==> src/rtl/ber_pkg.sv <==
// Shared types and helpers for the BER run controller.
// The optional BER_SNAPSHOT_EN build adds coherent snapshot registers in ber_run_ctrl.
package ber_pkg;

   localparam int CNT_W_DFLT = 64;

   typedef enum logic [2:0] {
      IDLE,
      CLEAR,
      RUN,
      DRAIN,
      DONE
   } state_t;

   typedef enum logic [1:0] {
      STOP_NONE  = 2'd0,
      STOP_FERR  = 2'd1,
      STOP_FMAX  = 2'd2,
      STOP_ABORT = 2'd3
   } stop_reason_t;

   // Width needed to sum n values of w bits without overflow.
   function automatic int sum_w(input int n, input int w);
      return w + $clog2(n);
   endfunction

endpackage

==> src/rtl/ber_run_ctrl_if.sv <==
// Core-side bundle: enable/clear towards the BER cores, per-cycle increments back.
interface ber_run_ctrl_if #(
   parameter int N_CORES = 10,
   parameter int INC_W   = 8
);
   logic                            core_en;
   logic                            core_clr;
   logic [N_CORES-1:0][INC_W-1:0]   core_bits;
   logic [N_CORES-1:0][INC_W-1:0]   core_bit_err_pre;
   logic [N_CORES-1:0][INC_W-1:0]   core_bit_err_post;
   logic [N_CORES-1:0]              core_frame_done;
   logic [N_CORES-1:0]              core_frame_err;

   modport master (
      output core_en, core_clr,
      input  core_bits, core_bit_err_pre, core_bit_err_post,
             core_frame_done, core_frame_err
   );

   modport slave (
      input  core_en, core_clr,
      output core_bits, core_bit_err_pre, core_bit_err_post,
             core_frame_done, core_frame_err
   );
endinterface

==> src/rtl/ber_sum_tree.sv <==
// Registered N-input reduction: sums N W-bit lanes (W=1 gives a popcount).
// Non-accepted cycles register zero, so the consumer can add unconditionally.
module ber_sum_tree import ber_pkg::*; #(
   parameter  int N  = 10,
   parameter  int W  = 8,
   localparam int SW = sum_w(N, W)
) (
   input  logic           clk,
   input  logic           rst,
   input  logic           clr,
   input  logic           vld,
   input  logic [N*W-1:0] din,
   output logic [SW-1:0]  sum
);

   logic [SW-1:0] acc;

   // Combinational adder chain across all lanes.
   always_comb begin
      acc = '0;
      for (int i = 0; i < N; i++)
         acc = acc + SW'(din[i*W +: W]);
   end

   // Stage-1 register; flushed on reset or run clear.
   always_ff @(posedge clk) begin
      if (rst || clr)
         sum <= '0;
      else if (vld)
         sum <= acc;
      else
         sum <= '0;
   end

endmodule

==> src/rtl/ber_run_ctrl.sv <==
// BER run controller: clears/enables the cores, aggregates per-core increments
// into saturating totals and ends the run on frame-error target, frame limit
// or abort. Define BER_SNAPSHOT_EN to add snap_req / snap_valid / snap_total_*.
module ber_run_ctrl import ber_pkg::*; #(
   parameter int N_CORES   = 10,
   parameter int INC_W     = 8,
   parameter int CNT_W     = CNT_W_DFLT,
   parameter int DRAIN_CYC = 16
) (
   input  logic               clk,
   input  logic               rst,
   input  logic               start,
   input  logic               abort,
   input  logic [CNT_W-1:0]   target_frame_errors,
   input  logic [CNT_W-1:0]   max_frames,
`ifdef BER_SNAPSHOT_EN
   input  logic               snap_req,
   output logic               snap_valid,
   output logic [CNT_W-1:0]   snap_total_bits,
   output logic [CNT_W-1:0]   snap_total_bit_errors_pre,
   output logic [CNT_W-1:0]   snap_total_bit_errors_post,
   output logic [CNT_W-1:0]   snap_total_frames,
   output logic [CNT_W-1:0]   snap_total_frame_errors,
`endif
   ber_run_ctrl_if.master     cores,
   output logic               busy,
   output logic               done,
   output logic [1:0]         stop_reason,
   output logic [CNT_W-1:0]   total_bits,
   output logic [CNT_W-1:0]   total_bit_errors_pre,
   output logic [CNT_W-1:0]   total_bit_errors_post,
   output logic [CNT_W-1:0]   total_frames,
   output logic [CNT_W-1:0]   total_frame_errors
);

   localparam int SW = sum_w(N_CORES, INC_W);
   localparam int FW = sum_w(N_CORES, 1);
   localparam int AW = ((CNT_W > SW) ? CNT_W : SW) + 1;
   localparam int DW = $clog2(DRAIN_CYC + 1);
   localparam logic [AW-1:0] SAT_MAX = AW'({CNT_W{1'b1}});

   state_t         state;
   stop_reason_t   reason;
   logic [DW-1:0]  drain_cnt;
   logic           en_q, clr_q;
   logic           accept, tot_clr;
   logic           ferr_hit, fmax_hit;
   logic [SW-1:0]  s_bits, s_pre, s_post;
   logic [FW-1:0]  s_frm, s_ferr;

   assign accept   = (state == RUN) || (state == DRAIN);
   assign tot_clr  = start && ((state == IDLE) || (state == DONE));
   assign ferr_hit = (target_frame_errors != '0) && (total_frame_errors >= target_frame_errors);
   assign fmax_hit = (max_frames != '0) && (total_frames >= max_frames);

   assign cores.core_en  = en_q;
   assign cores.core_clr = clr_q;
   assign stop_reason    = reason;

   ber_sum_tree #(.N(N_CORES), .W(INC_W)) u_sum_bits (
      .clk(clk), .rst(rst), .clr(tot_clr), .vld(accept),
      .din(cores.core_bits), .sum(s_bits));

   ber_sum_tree #(.N(N_CORES), .W(INC_W)) u_sum_pre (
      .clk(clk), .rst(rst), .clr(tot_clr), .vld(accept),
      .din(cores.core_bit_err_pre), .sum(s_pre));

   ber_sum_tree #(.N(N_CORES), .W(INC_W)) u_sum_post (
      .clk(clk), .rst(rst), .clr(tot_clr), .vld(accept),
      .din(cores.core_bit_err_post), .sum(s_post));

   ber_sum_tree #(.N(N_CORES), .W(1)) u_sum_frm (
      .clk(clk), .rst(rst), .clr(tot_clr), .vld(accept),
      .din(cores.core_frame_done), .sum(s_frm));

   // A frame error only counts when the same core also reports the frame done.
   ber_sum_tree #(.N(N_CORES), .W(1)) u_sum_ferr (
      .clk(clk), .rst(rst), .clr(tot_clr), .vld(accept),
      .din(cores.core_frame_done & cores.core_frame_err), .sum(s_ferr));

   function automatic logic [CNT_W-1:0] sat_add(input logic [CNT_W-1:0] a,
                                                input logic [SW-1:0]    b);
      logic [AW-1:0] s;
      s = AW'(a) + AW'(b);
      return (s > SAT_MAX) ? '1 : s[CNT_W-1:0];
   endfunction

   // Stage 2: fold the registered per-cycle sums into clamped totals.
   // Zeroed on the start edge so totals already read 0 while core_clr is high.
   always_ff @(posedge clk) begin
      if (rst || tot_clr) begin
         total_bits            <= '0;
         total_bit_errors_pre  <= '0;
         total_bit_errors_post <= '0;
         total_frames          <= '0;
         total_frame_errors    <= '0;
      end else begin
         total_bits            <= sat_add(total_bits, s_bits);
         total_bit_errors_pre  <= sat_add(total_bit_errors_pre, s_pre);
         total_bit_errors_post <= sat_add(total_bit_errors_post, s_post);
         total_frames          <= sat_add(total_frames, SW'(s_frm));
         total_frame_errors    <= sat_add(total_frame_errors, SW'(s_ferr));
      end
   end

   // Run FSM with registered outputs. The last drained cycle lands in the
   // totals one cycle after done rises.
   always_ff @(posedge clk) begin
      if (rst) begin
         state     <= IDLE;
         reason    <= STOP_NONE;
         drain_cnt <= '0;
         en_q      <= 1'b0;
         clr_q     <= 1'b0;
         busy      <= 1'b0;
         done      <= 1'b0;
      end else begin
         clr_q <= 1'b0;
         case (state)
            IDLE, DONE: begin
               if (start) begin
                  state  <= CLEAR;
                  reason <= STOP_NONE;
                  clr_q  <= 1'b1;
                  busy   <= 1'b1;
                  done   <= 1'b0;
               end
            end
            CLEAR: begin
               state <= RUN;
               en_q  <= 1'b1;
            end
            RUN: begin
               if (abort || ferr_hit || fmax_hit) begin
                  state     <= DRAIN;
                  en_q      <= 1'b0;
                  drain_cnt <= '0;
                  reason    <= abort ? STOP_ABORT : (ferr_hit ? STOP_FERR : STOP_FMAX);
               end
            end
            DRAIN: begin
               if (drain_cnt == DW'(DRAIN_CYC - 1)) begin
                  state <= DONE;
                  busy  <= 1'b0;
                  done  <= 1'b1;
               end else begin
                  drain_cnt <= drain_cnt + 1'b1;
               end
            end
            default: state <= IDLE;
         endcase
      end
   end

`ifdef BER_SNAPSHOT_EN
   // Atomic copy of all totals as seen in the request cycle.
   always_ff @(posedge clk) begin
      if (rst) begin
         snap_valid                 <= 1'b0;
         snap_total_bits            <= '0;
         snap_total_bit_errors_pre  <= '0;
         snap_total_bit_errors_post <= '0;
         snap_total_frames          <= '0;
         snap_total_frame_errors    <= '0;
      end else begin
         snap_valid <= snap_req;
         if (snap_req) begin
            snap_total_bits            <= total_bits;
            snap_total_bit_errors_pre  <= total_bit_errors_pre;
            snap_total_bit_errors_post <= total_bit_errors_post;
            snap_total_frames          <= total_frames;
            snap_total_frame_errors    <= total_frame_errors;
         end
      end
   end
`endif

endmodule
==> src/flat_wrapper.sv <==
// flat-port wrapper written by rule: the top's interface ports become plain ports
module ber_run_ctrl_flat import ber_pkg::*;
#(
   parameter int N_CORES   = 10,
   parameter int INC_W     = 8,
   parameter int CNT_W     = CNT_W_DFLT,
   parameter int DRAIN_CYC = 16
)
  (clk, rst, start, abort, target_frame_errors, max_frames, busy, done, stop_reason, total_bits, total_bit_errors_pre, total_bit_errors_post, total_frames, total_frame_errors, cores_core_en, cores_core_clr, cores_core_bits, cores_core_bit_err_pre, cores_core_bit_err_post, cores_core_frame_done, cores_core_frame_err);
  ber_run_ctrl_if #(.N_CORES(N_CORES), .INC_W(INC_W)) cores_i ();
  input  logic clk;
  input  logic rst;
  input  logic start;
  input  logic abort;
  input  logic [CNT_W-1:0] target_frame_errors;
  input  logic [CNT_W-1:0] max_frames;
  output logic busy;
  output logic done;
  output logic [1:0] stop_reason;
  output logic [CNT_W-1:0] total_bits;
  output logic [CNT_W-1:0] total_bit_errors_pre;
  output logic [CNT_W-1:0] total_bit_errors_post;
  output logic [CNT_W-1:0] total_frames;
  output logic [CNT_W-1:0] total_frame_errors;
  output wire logic [$bits(cores_i.core_en)-1:0] cores_core_en;
  output wire logic [$bits(cores_i.core_clr)-1:0] cores_core_clr;
  input wire logic [$bits(cores_i.core_bits)-1:0] cores_core_bits;
  input wire logic [$bits(cores_i.core_bit_err_pre)-1:0] cores_core_bit_err_pre;
  input wire logic [$bits(cores_i.core_bit_err_post)-1:0] cores_core_bit_err_post;
  input wire logic [$bits(cores_i.core_frame_done)-1:0] cores_core_frame_done;
  input wire logic [$bits(cores_i.core_frame_err)-1:0] cores_core_frame_err;
  assign cores_core_en = cores_i.core_en;
  assign cores_core_clr = cores_i.core_clr;
  assign cores_i.core_bits = cores_core_bits;
  assign cores_i.core_bit_err_pre = cores_core_bit_err_pre;
  assign cores_i.core_bit_err_post = cores_core_bit_err_post;
  assign cores_i.core_frame_done = cores_core_frame_done;
  assign cores_i.core_frame_err = cores_core_frame_err;
  ber_run_ctrl #(.N_CORES(N_CORES), .INC_W(INC_W), .CNT_W(CNT_W), .DRAIN_CYC(DRAIN_CYC)) u_core (.clk(clk), .rst(rst), .start(start), .abort(abort), .target_frame_errors(target_frame_errors), .max_frames(max_frames), .cores(cores_i), .busy(busy), .done(done), .stop_reason(stop_reason), .total_bits(total_bits), .total_bit_errors_pre(total_bit_errors_pre), .total_bit_errors_post(total_bit_errors_post), .total_frames(total_frames), .total_frame_errors(total_frame_errors));
endmodule
==> config.mk <==
export PLATFORM = sky130hd
export DESIGN_NAME = ber_run_ctrl_flat
export DESIGN_NICKNAME = d
export VERILOG_FILES = /design/src/rtl/ber_pkg.sv /design/src/rtl/ber_run_ctrl_if.sv /design/src/rtl/ber_sum_tree.sv /design/src/rtl/ber_run_ctrl.sv /design/src/flat_wrapper.sv
export SDC_FILE = /design/constraint.sdc
export NUM_CORES = 1
export LEC_CHECK = 0
export ABC_AREA = 1
export CAP_MARGIN = 0
export CORE_AREA = 2 2 283 285
export DETAILED_ROUTE_END_ITERATION = 6
export DIE_AREA = 0 0 285 287
export PLACE_DENSITY = 0.64
export SLEW_MARGIN = 40
export SYNTH_ARGS = -nofsm -noshare
export SYNTH_HDL_FRONTEND = slang
export SYNTH_SLANG_ARGS = --single-unit
==> constraint.sdc <==
create_clock -name clk -period 6.71 [get_ports clk]
set_input_delay 1.342 -clock clk [delete_from_list [all_inputs] [get_ports clk]]
set_output_delay 1.342 -clock clk [all_outputs]
set_load 0.02 [all_outputs]
==> flow_summary.yaml <==
synth:
  synth_top_area_cell: "dfxtp_1"
  syn_area_per_cell_um2: 7.43
  ys_ff_latch: 378
  post-synth-top-area-fraction: 0.250
  yosys_warnings: 0
  synth_edf_count: 0
  synth_nets: 4902
  async_reset_ff_frac: 0
  synth.most_common_cell: "inv_1"
  synth.top_cells.by_count: "831 x inv_1, 592 x nand2_1, 400 x a21oi_1, 378 x dfxtp_1, 348 x nor2_1"
  netlist_area_um2: 30300
  ys_seq_area_frac: 0.250
  synth_area_leaders: "dfxtp_1 25%, fa_1 13%, inv_1 10%"
  synthDistinctLibCells: 51
  ys.flop_type: "dfxtp_1"
  synthCells: 4075
global_routing:
  antenna_found_initial: 1
  grt.overflow.total: 0
  track_usage: 0.254
  grt_max_degree: 154
  grt_pass1_wl_um: 164000
  grt_pass1_vias: 28600
routing:
  vias: 29300
  first_pass_iters: 5
  vias_per_cell: 5.00
  route.met3.wl_um: 7810
  drtIter0Drc: 1696
  top_layer_used: "met5"
  drtAntennaViolNets: 0
  m1WireLength_um: 44600
  routed_wl_um: 108000
  met2WireLength_um: 52800
  wl_per_cell_um: 18.3
  drc: 0
flow_run:
  drv_cap: 0
cts:
  clock_sinks: 378
  cts_tree: "done"
  path_clk_slew_ps: 60
  ctsResizeCount: 0
  clock-root-buffer: "clkbuf_16"
  clk_latency_ps: 580
  htreeDepth: 2
  cts_hold_buf: 0
  cts.path.max_buffers: 3
  cts_setup_buffers: 0
  cts_buffers: 45
floorplan:
  die_h_um: 287
  core_area_um2: 78600
  die_x_um: 285
  rows: 103
  dieArea_um2: 81800
  initial_core_util: 0.385
  ios: 718
setup_path:
  critical_path.top_delay_family: "adder cells"
  worst_path_largest_cell_delay_ps: 580
  critPathKind: "input port to flop"
  critPathBufInv: 7
  crit_chain: "clkdlybuf4s50_1 -> inv_1 -> fa_1 -> inv_1 -> fa_1 -> fa_1 -> inv_1 -> fa_1 -> inv_1 -> fa_1 -> inv_1 -> fa_1 -> o31ai_1 -> a31oi_1 -> nor2_1 -> nor2_1 -> o21bai_1 -> nand2_1 -> a21oi_1 -> o21ai_0 -> inv_1"
  cp.depth: 21
  required_ps: 7240
  cp-end-kind: "flop"
  crit_fanout: 3
  crit_slowest_cell: "fa_1"
  arrival_ps: 6410
  reg2regPathDepth: 14
  critPathLaunchType: "input port"
sta:
  worst_pin_slew_ps: 849
  setup_viol: 0
  slew_headroom: 0.434
  max_freq_mhz: 170
  finalCriticalPeriod_ps: 5880
  hold_viol_final: 0
  fin_tns_setup_ps: 0
  whs_ps: 472
  slew_violations: 0
  finClkSkew_ps: 23.9
  period_share: 0.876
  rsz0062_at_grt: "false"
layout:
  area_growth_pct: 32.4
  layout.nets: 5604
  drive_above_1_share: 0.0289
  diodes: 0
power:
  ir_worst_vdd_mv: 0.251
  power_mw: 9.53
  p_leak_nw: 16.5
  power.density_nw_per_um2: 238
run_status:
  status: "finished, final reports clean"
hold_path:
  hp-class: "flop to flop"
  holdPathStages: 2
placement:
  gp_congestion: 0.952
  hpwlAfterDp_um: 89100
  portBuffers: 717
## layout make-up
| type | count | area, um^2 |
|---|---|---|
| Clock buffer | 58 | 1270 |
| Clock inverter | 22 | 223 |
| Fill cell | 7613 | 38500 |
| Inverter | 838 | 3160 |
| Multi-Input combinational cell | 2789 | 19300 |
| Sequential cell | 378 | 7570 |
| Tap cell | 1050 | 1310 |
| Timing Repair Buffer | 725 | 7270 |
## cell families after synthesis
| logic type | share of synthesized area |
|---|---|
| and+or+nand+nor | 0.224 |
| xor gates and xnor gates | 0.0841 |
| buffers and inverters | 0.114 |
| adders and majority gates | 0.229 |
| DFF | 0.250 |
| AOI/OAI and AO/OA | 0.0988 |
## sequential cells by signal (all words and copies together), names as in the netlist
| name | count |
|---|---|
| u_core.total_bit_errors_post | 64 |
| u_core.total_bit_errors_pre | 64 |
| u_core.total_bits | 64 |
| u_core.total_frame_errors | 64 |
| u_core.total_frames | 64 |
| u_core.u_sum_bits.sum | 12 |
| u_core.u_sum_post.sum | 12 |
| u_core.u_sum_pre.sum | 12 |
| u_core.drain_cnt | 5 |
| u_core.u_sum_ferr.sum | 4 |
| u_core.u_sum_frm.sum | 4 |
| u_core.state | 3 |
| u_core.stop_reason | 2 |
| u_core.busy | 1 |
| u_core.cores.core_clr | 1 |
| u_core.cores.core_en | 1 |
| u_core.done | 1 |
## routing by layer
layer / vias up / track usage
met5: - / 0
met1: 13800 / 0.315
met4: 2 / 0.0555
li1: 14500 / -
met2: 928 / 0.451
met3: 119 / 0.0551
## layout by cell type, fill, tap and decap left out, types with 7 or more instances in the layout
| cell type | n |
|---|---|
| nand3b_1 | 9 |
| nor3_1 | 140 |
| clkinv_2 | 13 |
| nor3b_1 | 8 |
| clkdlybuf4s50_1 | 717 |
| nand4_1 | 139 |
| nand3_1 | 146 |
| o21ai_0 | 84 |
| a21oi_2 | 17 |
| o21a_1 | 14 |
| nor2_1 | 346 |
| a21oi_1 | 400 |
| dfxtp_1 | 378 |
| xor2_1 | 225 |
| a31oi_1 | 9 |
| ha_1 | 235 |
| xnor2_1 | 66 |
| nand2_1 | 592 |
| fa_1 | 200 |
| o21bai_1 | 9 |
| clkbuf_8 | 7 |
| inv_1 | 831 |
| or2_2 | 10 |
| clkbuf_16 | 46 |
| nor4_1 | 85 |
## where the power goes
group	internal, mW	switching (mW)	leakage (nW)
registers	2.35	0.0697	3.05
logic	1.90	2.72	12.7
clock network	1.45	1.04	0.738
total	5.70	3.83	16.5
## tightest hold or removal path: stages, from the launching register on
cell and delay, ps:
dfxtp_1 310, inv_1 70, a21oi_1 60
## metrics by stage
stage | area [um^2] | std cells | setup WS, ps | util
after global routing | 40100 | 5860 | 421 | 0.510
after global placement | 38600 | 5779 | 218 | 0.491
after CTS | 40100 | 5859 | 846 | 0.510
after floorplan | 30300 | 4075 | 933 | -
final | 40100 | 5860 | 833 | 0.510
after detailed placement | 38600 | 5779 | 233 | 0.491
## path summary, 6_finish.rpt
check,start,end,slack [ps]
worst max register to register,u_core.total_bits[0],u_core.total_bits[51],3320
worst min register to register,u_core.state[2],u_core.state[2],470
worst max-delay path,cores_core_bit_err_post[2],u_core.u_sum_post.sum[11],830
worst min-delay path,u_core.state[2],u_core.state[2],470
No activity file was read; power rests on OpenSTA's default activity.
